## src/rtl/ysyx_22040127_muldiv_pkg.sv

```systemverilog
// ---------------------------------------------------------------------------
// ysyx_22040127_muldiv_pkg
// Shared definitions for the M-extension sequencer: datapath width, the
// req_op encoding used by execute decode, controller state encoding and a
// few small op-classification helpers.
// ---------------------------------------------------------------------------
package ysyx_22040127_muldiv_pkg;

  localparam int XLEN = 64;
  localparam int OPW  = 4;

  // M-extension op encodings as presented on req_op
  localparam logic [OPW-1:0] OP_MUL    = 4'd0;
  localparam logic [OPW-1:0] OP_MULH   = 4'd1;
  localparam logic [OPW-1:0] OP_MULHSU = 4'd2;
  localparam logic [OPW-1:0] OP_MULHU  = 4'd3;
  localparam logic [OPW-1:0] OP_MULW   = 4'd4;
  localparam logic [OPW-1:0] OP_DIV    = 4'd5;
  localparam logic [OPW-1:0] OP_DIVU   = 4'd6;
  localparam logic [OPW-1:0] OP_REM    = 4'd7;
  localparam logic [OPW-1:0] OP_REMU   = 4'd8;
  localparam logic [OPW-1:0] OP_DIVW   = 4'd9;
  localparam logic [OPW-1:0] OP_DIVUW  = 4'd10;
  localparam logic [OPW-1:0] OP_REMW   = 4'd11;
  localparam logic [OPW-1:0] OP_REMUW  = 4'd12;

  typedef enum logic [2:0] {
    S_IDLE,
    S_MUL_WAIT,
    S_DIV_WAIT,
    S_RESP,
    S_DRAIN
  } state_e;

  function automatic logic [XLEN-1:0] sext32(input logic [31:0] v);
    return {{(XLEN-32){v[31]}}, v};
  endfunction

  function automatic logic op_is_div(input logic [OPW-1:0] op);
    return (op >= OP_DIV) && (op <= OP_REMUW);
  endfunction

  function automatic logic op_is_wdiv(input logic [OPW-1:0] op);
    return (op >= OP_DIVW) && (op <= OP_REMUW);
  endfunction

  function automatic logic op_is_rem(input logic [OPW-1:0] op);
    return (op == OP_REM) || (op == OP_REMU) || (op == OP_REMW) || (op == OP_REMUW);
  endfunction

endpackage

```

## src/rtl/ysyx_22040127_muldiv_prep.sv

```systemverilog
// ---------------------------------------------------------------------------
// ysyx_22040127_muldiv_prep
// Purely combinational operand preparation for an incoming M-extension op.
//   i_op, i_src1, i_src2   raw request from execute
//   o_src1, o_src2         operands as the mul/div units should see them
//   o_mul_sign1/2, o_div_sign  signedness controls
//   o_is_mul               op goes to the multiplier
//   o_special              answered without starting any unit
//   o_special_result       the answer for that case
// ---------------------------------------------------------------------------
module ysyx_22040127_muldiv_prep
  import ysyx_22040127_muldiv_pkg::*;
(
  input  logic [OPW-1:0]  i_op,
  input  logic [XLEN-1:0] i_src1,
  input  logic [XLEN-1:0] i_src2,
  output logic [XLEN-1:0] o_src1,
  output logic [XLEN-1:0] o_src2,
  output logic            o_mul_sign1,
  output logic            o_mul_sign2,
  output logic            o_div_sign,
  output logic            o_is_mul,
  output logic            o_special,
  output logic [XLEN-1:0] o_special_result
);

  logic w_is_div;
  logic w_is_w;
  logic w_is_rem;
  logic w_zero;
  logic w_ovf;

  // Classification, operand extension and divide special-case detection.
  // W divides look only at the low words, so zero/overflow are judged there.
  // Encodings above remuw are treated as special with a zero result so the
  // controller never waits on a unit that was not started.
  always_comb begin
    o_is_mul    = (i_op <= OP_MULW);
    w_is_div    = op_is_div(i_op);
    w_is_w      = op_is_wdiv(i_op);
    w_is_rem    = op_is_rem(i_op);
    o_div_sign  = (i_op == OP_DIV) || (i_op == OP_REM) || (i_op == OP_DIVW) || (i_op == OP_REMW);
    o_mul_sign1 = (i_op != OP_MULHU);
    o_mul_sign2 = (i_op == OP_MUL) || (i_op == OP_MULH) || (i_op == OP_MULW);

    o_src1 = i_src1;
    o_src2 = i_src2;
    if (w_is_w) begin
      o_src1 = o_div_sign ? sext32(i_src1[31:0]) : {{(XLEN-32){1'b0}}, i_src1[31:0]};
      o_src2 = o_div_sign ? sext32(i_src2[31:0]) : {{(XLEN-32){1'b0}}, i_src2[31:0]};
    end

    w_zero = w_is_w ? (i_src2[31:0] == 32'd0) : (i_src2 == '0);
    if (w_is_w)
      w_ovf = o_div_sign && (i_src1[31:0] == 32'h8000_0000) && (i_src2[31:0] == 32'hFFFF_FFFF);
    else
      w_ovf = o_div_sign && (i_src1 == {1'b1, {(XLEN-1){1'b0}}}) && (&i_src2);

    o_special        = (w_is_div && (w_zero || w_ovf)) || (!o_is_mul && !w_is_div);
    o_special_result = '0;
    if (w_is_div && w_zero) begin
      if (w_is_rem)
        o_special_result = w_is_w ? sext32(i_src1[31:0]) : i_src1;
      else
        o_special_result = '1;
    end else if (w_is_div && w_ovf && !w_is_rem) begin
      o_special_result = w_is_w ? sext32(32'h8000_0000) : {1'b1, {(XLEN-1){1'b0}}};
    end
  end

endmodule

```

## src/rtl/ysyx_22040127_muldiv_ctrl.sv

```systemverilog
// ---------------------------------------------------------------------------
// ysyx_22040127_muldiv_ctrl
// Execute-stage sequencer for the shared 3-stage multiplier and iterative
// divider. Accepts one op per req handshake, starts the right unit with
// prepared operands, answers divide special cases directly and holds the
// result until resp_ready.
//   clk, rst (async, active-low)
//   req_valid/req_ready/req_op/req_src1/req_src2   request side
//   flush                                          kill in-flight op
//   mul_start/mul_sign1/mul_sign2/mul_ok/mul_hi/mul_lo   multiplier side
//   div_start/div_sign/div_ready/div_quo/div_rem         divider side
//   op_src1/op_src2                                latched operands to both units
//   resp_valid/resp_ready/resp_data                response side
//   busy                                           controller not idle
// ---------------------------------------------------------------------------
module ysyx_22040127_muldiv_ctrl
  import ysyx_22040127_muldiv_pkg::*;
(
  input  logic            clk,
  input  logic            rst,
  input  logic            req_valid,
  output logic            req_ready,
  input  logic [OPW-1:0]  req_op,
  input  logic [XLEN-1:0] req_src1,
  input  logic [XLEN-1:0] req_src2,
  input  logic            flush,
  output logic            mul_start,
  output logic            mul_sign1,
  output logic            mul_sign2,
  input  logic            mul_ok,
  input  logic [XLEN-1:0] mul_hi,
  input  logic [XLEN-1:0] mul_lo,
  output logic            div_start,
  output logic            div_sign,
  input  logic            div_ready,
  input  logic [XLEN-1:0] div_quo,
  input  logic [XLEN-1:0] div_rem,
  output logic [XLEN-1:0] op_src1,
  output logic [XLEN-1:0] op_src2,
  output logic            resp_valid,
  input  logic            resp_ready,
  output logic [XLEN-1:0] resp_data,
  output logic            busy
);

  state_e          r_state;
  state_e          w_next;
  logic [OPW-1:0]  r_op;
  logic [XLEN-1:0] r_src1;
  logic [XLEN-1:0] r_src2;
  logic            r_mul_sign1;
  logic            r_mul_sign2;
  logic            r_div_sign;
  logic            r_first;
  logic [XLEN-1:0] r_resp_data;

  logic [XLEN-1:0] w_src1;
  logic [XLEN-1:0] w_src2;
  logic            w_mul_sign1;
  logic            w_mul_sign2;
  logic            w_div_sign;
  logic            w_is_mul;
  logic            w_special;
  logic [XLEN-1:0] w_special_result;
  logic            w_accept;
  logic            w_drain_done;
  logic [XLEN-1:0] w_mul_result;
  logic [XLEN-1:0] w_div_raw;
  logic [XLEN-1:0] w_div_result;

  ysyx_22040127_muldiv_prep u_prep (
    .i_op             (req_op),
    .i_src1           (req_src1),
    .i_src2           (req_src2),
    .o_src1           (w_src1),
    .o_src2           (w_src2),
    .o_mul_sign1      (w_mul_sign1),
    .o_mul_sign2      (w_mul_sign2),
    .o_div_sign       (w_div_sign),
    .o_is_mul         (w_is_mul),
    .o_special        (w_special),
    .o_special_result (w_special_result)
  );

  // req_ready is also gated by rst so that every output reads 0 while reset
  // is held, including this one, which would otherwise be 1 in IDLE.
  assign req_ready    = (r_state == S_IDLE) && !flush && rst;
  assign w_accept     = req_valid && req_ready;
  assign w_drain_done = op_is_div(r_op) ? div_ready : mul_ok;

  assign mul_start  = (r_state == S_MUL_WAIT) && r_first;
  assign div_start  = (r_state == S_DIV_WAIT) && r_first;
  assign mul_sign1  = r_mul_sign1;
  assign mul_sign2  = r_mul_sign2;
  assign div_sign   = r_div_sign;
  assign op_src1    = r_src1;
  assign op_src2    = r_src2;
  assign resp_valid = (r_state == S_RESP);
  assign resp_data  = r_resp_data;
  assign busy       = (r_state != S_IDLE);

  // Result selection from whichever unit the latched op targeted.
  always_comb begin
    case (r_op)
      OP_MUL:  w_mul_result = mul_lo;
      OP_MULW: w_mul_result = sext32(mul_lo[31:0]);
      default: w_mul_result = mul_hi;
    endcase
    w_div_raw    = op_is_rem(r_op) ? div_rem : div_quo;
    w_div_result = op_is_wdiv(r_op) ? sext32(w_div_raw[31:0]) : w_div_raw;
  end

  // Next-state logic. Flush in a wait state normally drains the unit, but
  // if the done pulse arrives in that same cycle there is nothing left to
  // drain and we go straight back to IDLE.
  always_comb begin
    w_next = r_state;
    case (r_state)
      S_IDLE: begin
        if (w_accept)
          w_next = w_special ? S_RESP : (w_is_mul ? S_MUL_WAIT : S_DIV_WAIT);
      end
      S_MUL_WAIT: begin
        if (flush)       w_next = mul_ok ? S_IDLE : S_DRAIN;
        else if (mul_ok) w_next = S_RESP;
      end
      S_DIV_WAIT: begin
        if (flush)          w_next = div_ready ? S_IDLE : S_DRAIN;
        else if (div_ready) w_next = S_RESP;
      end
      S_RESP: begin
        if (flush || resp_ready) w_next = S_IDLE;
      end
      S_DRAIN: begin
        if (w_drain_done) w_next = S_IDLE;
      end
      default: w_next = S_IDLE;
    endcase
  end

  always_ff @(posedge clk or negedge rst) begin
    if (!rst) r_state <= S_IDLE;
    else      r_state <= w_next;
  end

  // Op/operand latches and result capture. r_first marks the first cycle of
  // a wait state, which is the only cycle the start pulse is driven.
  always_ff @(posedge clk or negedge rst) begin
    if (!rst) begin
      r_op        <= '0;
      r_src1      <= '0;
      r_src2      <= '0;
      r_mul_sign1 <= 1'b0;
      r_mul_sign2 <= 1'b0;
      r_div_sign  <= 1'b0;
      r_first     <= 1'b0;
      r_resp_data <= '0;
    end else begin
      r_first <= w_accept && !w_special;
      if (w_accept) begin
        r_op        <= req_op;
        r_src1      <= w_src1;
        r_src2      <= w_src2;
        r_mul_sign1 <= w_mul_sign1;
        r_mul_sign2 <= w_mul_sign2;
        r_div_sign  <= w_div_sign;
        if (w_special) r_resp_data <= w_special_result;
      end
      if ((r_state == S_MUL_WAIT) && mul_ok && !flush)
        r_resp_data <= w_mul_result;
      if ((r_state == S_DIV_WAIT) && div_ready && !flush)
        r_resp_data <= w_div_result;
    end
  end

endmodule

```

## config.mk

```make
export PLATFORM = sky130hd
export DESIGN_NAME = ysyx_22040127_muldiv_ctrl
export DESIGN_NICKNAME = d
export VERILOG_FILES = /design/src/rtl/ysyx_22040127_muldiv_pkg.sv /design/src/rtl/ysyx_22040127_muldiv_prep.sv /design/src/rtl/ysyx_22040127_muldiv_ctrl.sv
export SDC_FILE = /design/constraint.sdc
export NUM_CORES = 1
export LEC_CHECK = 0
export BUFFER_PORTS_ARGS = -buffer_cell sky130_fd_sc_hd__buf_2
export CAP_MARGIN = 20
export CORE_AREA = 2 2 230 232
export CTS_CLUSTER_DIAMETER = 80
export DETAILED_ROUTE_END_ITERATION = 8
export DIE_AREA = 0 0 232 234
export GPL_ROUTABILITY_DRIVEN = 0
export SYNTH_ARGS = -nofsm -noshare
export SYNTH_HDL_FRONTEND = slang
export SYNTH_HIERARCHICAL = 1
export SYNTH_SLANG_ARGS = --single-unit
```

## constraint.sdc

```tcl
create_clock -name clk -period 2.4 [get_ports clk]
set_clock_uncertainty 0.05 [all_clocks]
set_input_delay 0.12 -clock clk [delete_from_list [all_inputs] [get_ports clk]]
set_output_delay 0.12 -clock clk [all_outputs]
set_load 0.05 [all_outputs]
```

==> metrics.md <==
| Metric | Value |
|---|---|
| Status | finished, violations left |
| Failing checks | negative hold slack, negative setup slack |
| First-pass GRT wire length | 94.3 mm |
| Slowest cell on the critical path | or4_4 |
| Worst rel slew slack | 41.6% |
| Max Cap Viol | 0 |
| Post-synth EDFFs | 0 |
| Final HPWL DP | 47.4 mm |
| Mapped Nets | 1,711 |
| Area Overhead vs Synth | 68.0% |
| Layout Cells excl Fill | 2,941 |
| RSZ-0062 raised after global routing | yes |
| CTS clk-pin slew, worst paths | 60 ps |
| I/O pin cnt | 595 |
| Syn Std Cell Area | 12,900 sq um |
| Crit path largest cell delay | 580 ps |
| Setup-failing EPs final | 64 |
| Avg Vias per Cell | 5.15 |
| FFs w/ async S/R, synth | 100% |
| Critical Path RT | 2800 ps |
| Final WS setup | -210 ps |
| Top cells by area, synth | dfrtp_1 (39%), mux2_2 (13%), buf_4 (3.8%) |
| P per Cell Area | 1210 nW/um^2 |
| WL final | 66.9 mm |
| Core area | 52,000 sq um |
| Vias in the first global route | 15,200 |
| Vias | 15,100 |
| Total grt overflow | 0 |
| Minimum clock period | 2610 ps |
| Die area | 54,300 sq um |
| Initial Utilization | 24.8% |
| WHS | -0.415 ps |
| Initial antenna violation count | 15 |
| Share of the synthesized area in the top cell type | 39.4% |
| Nets | 2,616 |
| Chip Height | 234 um |
| Cell Rows | 84 |
| Final total power | 26,100 uW |
| Worst slew pin tran | 876 ps |
| Netlist cell types | 68 |
| Most frequent cell after synthesis | dfrtp_1 |
| Slew Viols, Final | 0 |
| GRT Util Overall | 23.0% |
| Leak Pwr | 0.0103 uW |
| Main flop type after synthesis | dfrtp_1 |
| WL per Instance | 22.8 um |
| Crit-path most repeated cell | or4_4 |
| Drt first-iter violations | 1,326 |
| Post-synthesis sequential area ratio | 39.4% |
| Synth Warn # | 6 |
| Final Hold Vio Count | 1 |
| Largest net degree at the start of global routing | 98 |
| Fmax | 383 MHz |
| Critical path class | input pin to register |
| Peak VDD IR | 1.10 mV |
| Cells after DPL | 2,589 |
| Critical path arrival | 3010 ps |
| Crit-path cells | buf_6, or4_4, or4_4, or3_4, nor3_2, nand2_1, nand3_2, and3_4, and2_4, buf_4, buf_12, buf_16, nor3_1, a311oi_1 |
| CTS Root Cell | clkbuf_16 |
| Chip width | 232 um |
| Num CTS Buffers | 27 |
| Crit. End Element | register |
| CTS tree | done |
| Register bit total from synthesis | 203 |
| Synth area leader | dfrtp_1 |
| Cells after synthesis | 1,316 |
| Worst-Skew Late Latency | 550 ps |
| Avg Cell Area, Syn | 9.80 sq um |
| Crit-path max FO | 6 |
| Remaining DRCs | 0 |
| Critical path launch point type | input pin |
| Worst min path class | input pin to register |
| Final period utilization | 109% |
| IO Port Bufs | 594 |
| Share of layout cells above drive strength 1 | 48.8% |
| Most frequent cells after synthesis | dfrtp_1 (203), mux2_2 (147), nand2_1 (77) |
| Clock sink count | 203 |
| Max Root-Sink Buffers | 3 |
| Post-DRT Antenna Nets | 0 |
| DRT Pass-1 Iters | 6 |
| H-tree Lvls | 1 |
| R2R Setup Slk | 20 ps |
## layer usage
layer  global-route usage (%)  up-vias  part of all wire, %
li1                         -     6647                    -
met1                     30.6     7320                   41
met2                     35.1      938                   44
met3                     6.09      217                  9.9
met4                     9.90       10                  4.2
met5                        0        -                 0.10
## critical path, delay by kind of cell
kind,cells,cell delay [ps]
AOI/OAI and AO/OA,1,220
and+or+nand+nor,9,2190
buffers and inverters,4,460
## what timing repair did
action,in CTS,in global routing
setup endpoints to repair,64,66
pin swaps,7,35
buffers inserted,7,4
endpoints found under the hold margin,226,3
resized for setup,25,61
hold buffers,269,5
cloned,5,4
## path summary, 6_finish.rpt
path                              from  cells after the start             to
setup / recovery           req_src1[3]                     14  resp_data[45]
hold / removal               mul_lo[1]                      4   resp_data[1]
setup reg to reg               r_op[3]                      6  resp_data[11]
hold reg to reg            op_src2[25]                      1    op_src2[25]
max in group asynchronous          rst                      4  resp_data[21]
min in group asynchronous          rst                      3    op_src2[29]
## sequential cells by signal, summed over array words and instances, names as in the netlist
signal     flops
resp_data     64
op_src2       64
div_sign       1
mul_sign1      1
r_first        1
r_state        3
mul_sign2      1
op_src1       64
r_op           4
## per-stage QoR
stage / worst slack, ps / utilization [%] / cell area, sq um / TNS [ps]
finish: -210 / 41.7 / 21700 / -8350
global route: -288 / 41.6 / 21700 / -12820
CTS: -149 / 40.7 / 21200 / -6080
detailed placement: -875 / 33.2 / 17300 / -53090
global placement: -836 / 33.2 / 17300 / -52780
floorplan: -355 / - / 13000 / -21890
## kinds of logic after synthesis
family	synth area share (%)
simple gates	17.6
compound gates	16.4
flops	39.4
mux	17.1
buf+inv	9.18
xor+xnor	0.272
## where the power goes
group	internal (uW)	leakage (uW)	switching [uW]	total (uW)
sequential	5130	0.00243	1130	6260
clock	2450	0.000448	1680	4140
combinational	4980	0.00744	10800	15800
total	12600	0.0103	13600	26100
## layout make-up
class	instances	area (sq um)
clock inverter	14	145
inverter	5	18.8
antenna	11	27.5
tap	688	861
timing repair buffer	1063	7650
fill	4980	30400
multi-input combinational	921	7120
sequential	203	5080
clock buffer	36	759
## cells in the final DEF (no fill, tap or decap), types with 24 or more instances in the layout
master,count
buf_4,161
a21o_1,32
o21ai_2,29
a311oi_1,30
dfrtp_1,202
clkbuf_16,30
buf_12,24
nor4_1,26
mux2i_1,34
nand2_1,74
a21oi_1,66
mux2_2,147
nor3_1,36
nand2b_1,35
nor2_1,75
buf_2,589
dlygate4sd3_1,274
nand3_1,66
and2_1,34
o32ai_1,27
Power figures use the tool's default switching activity.
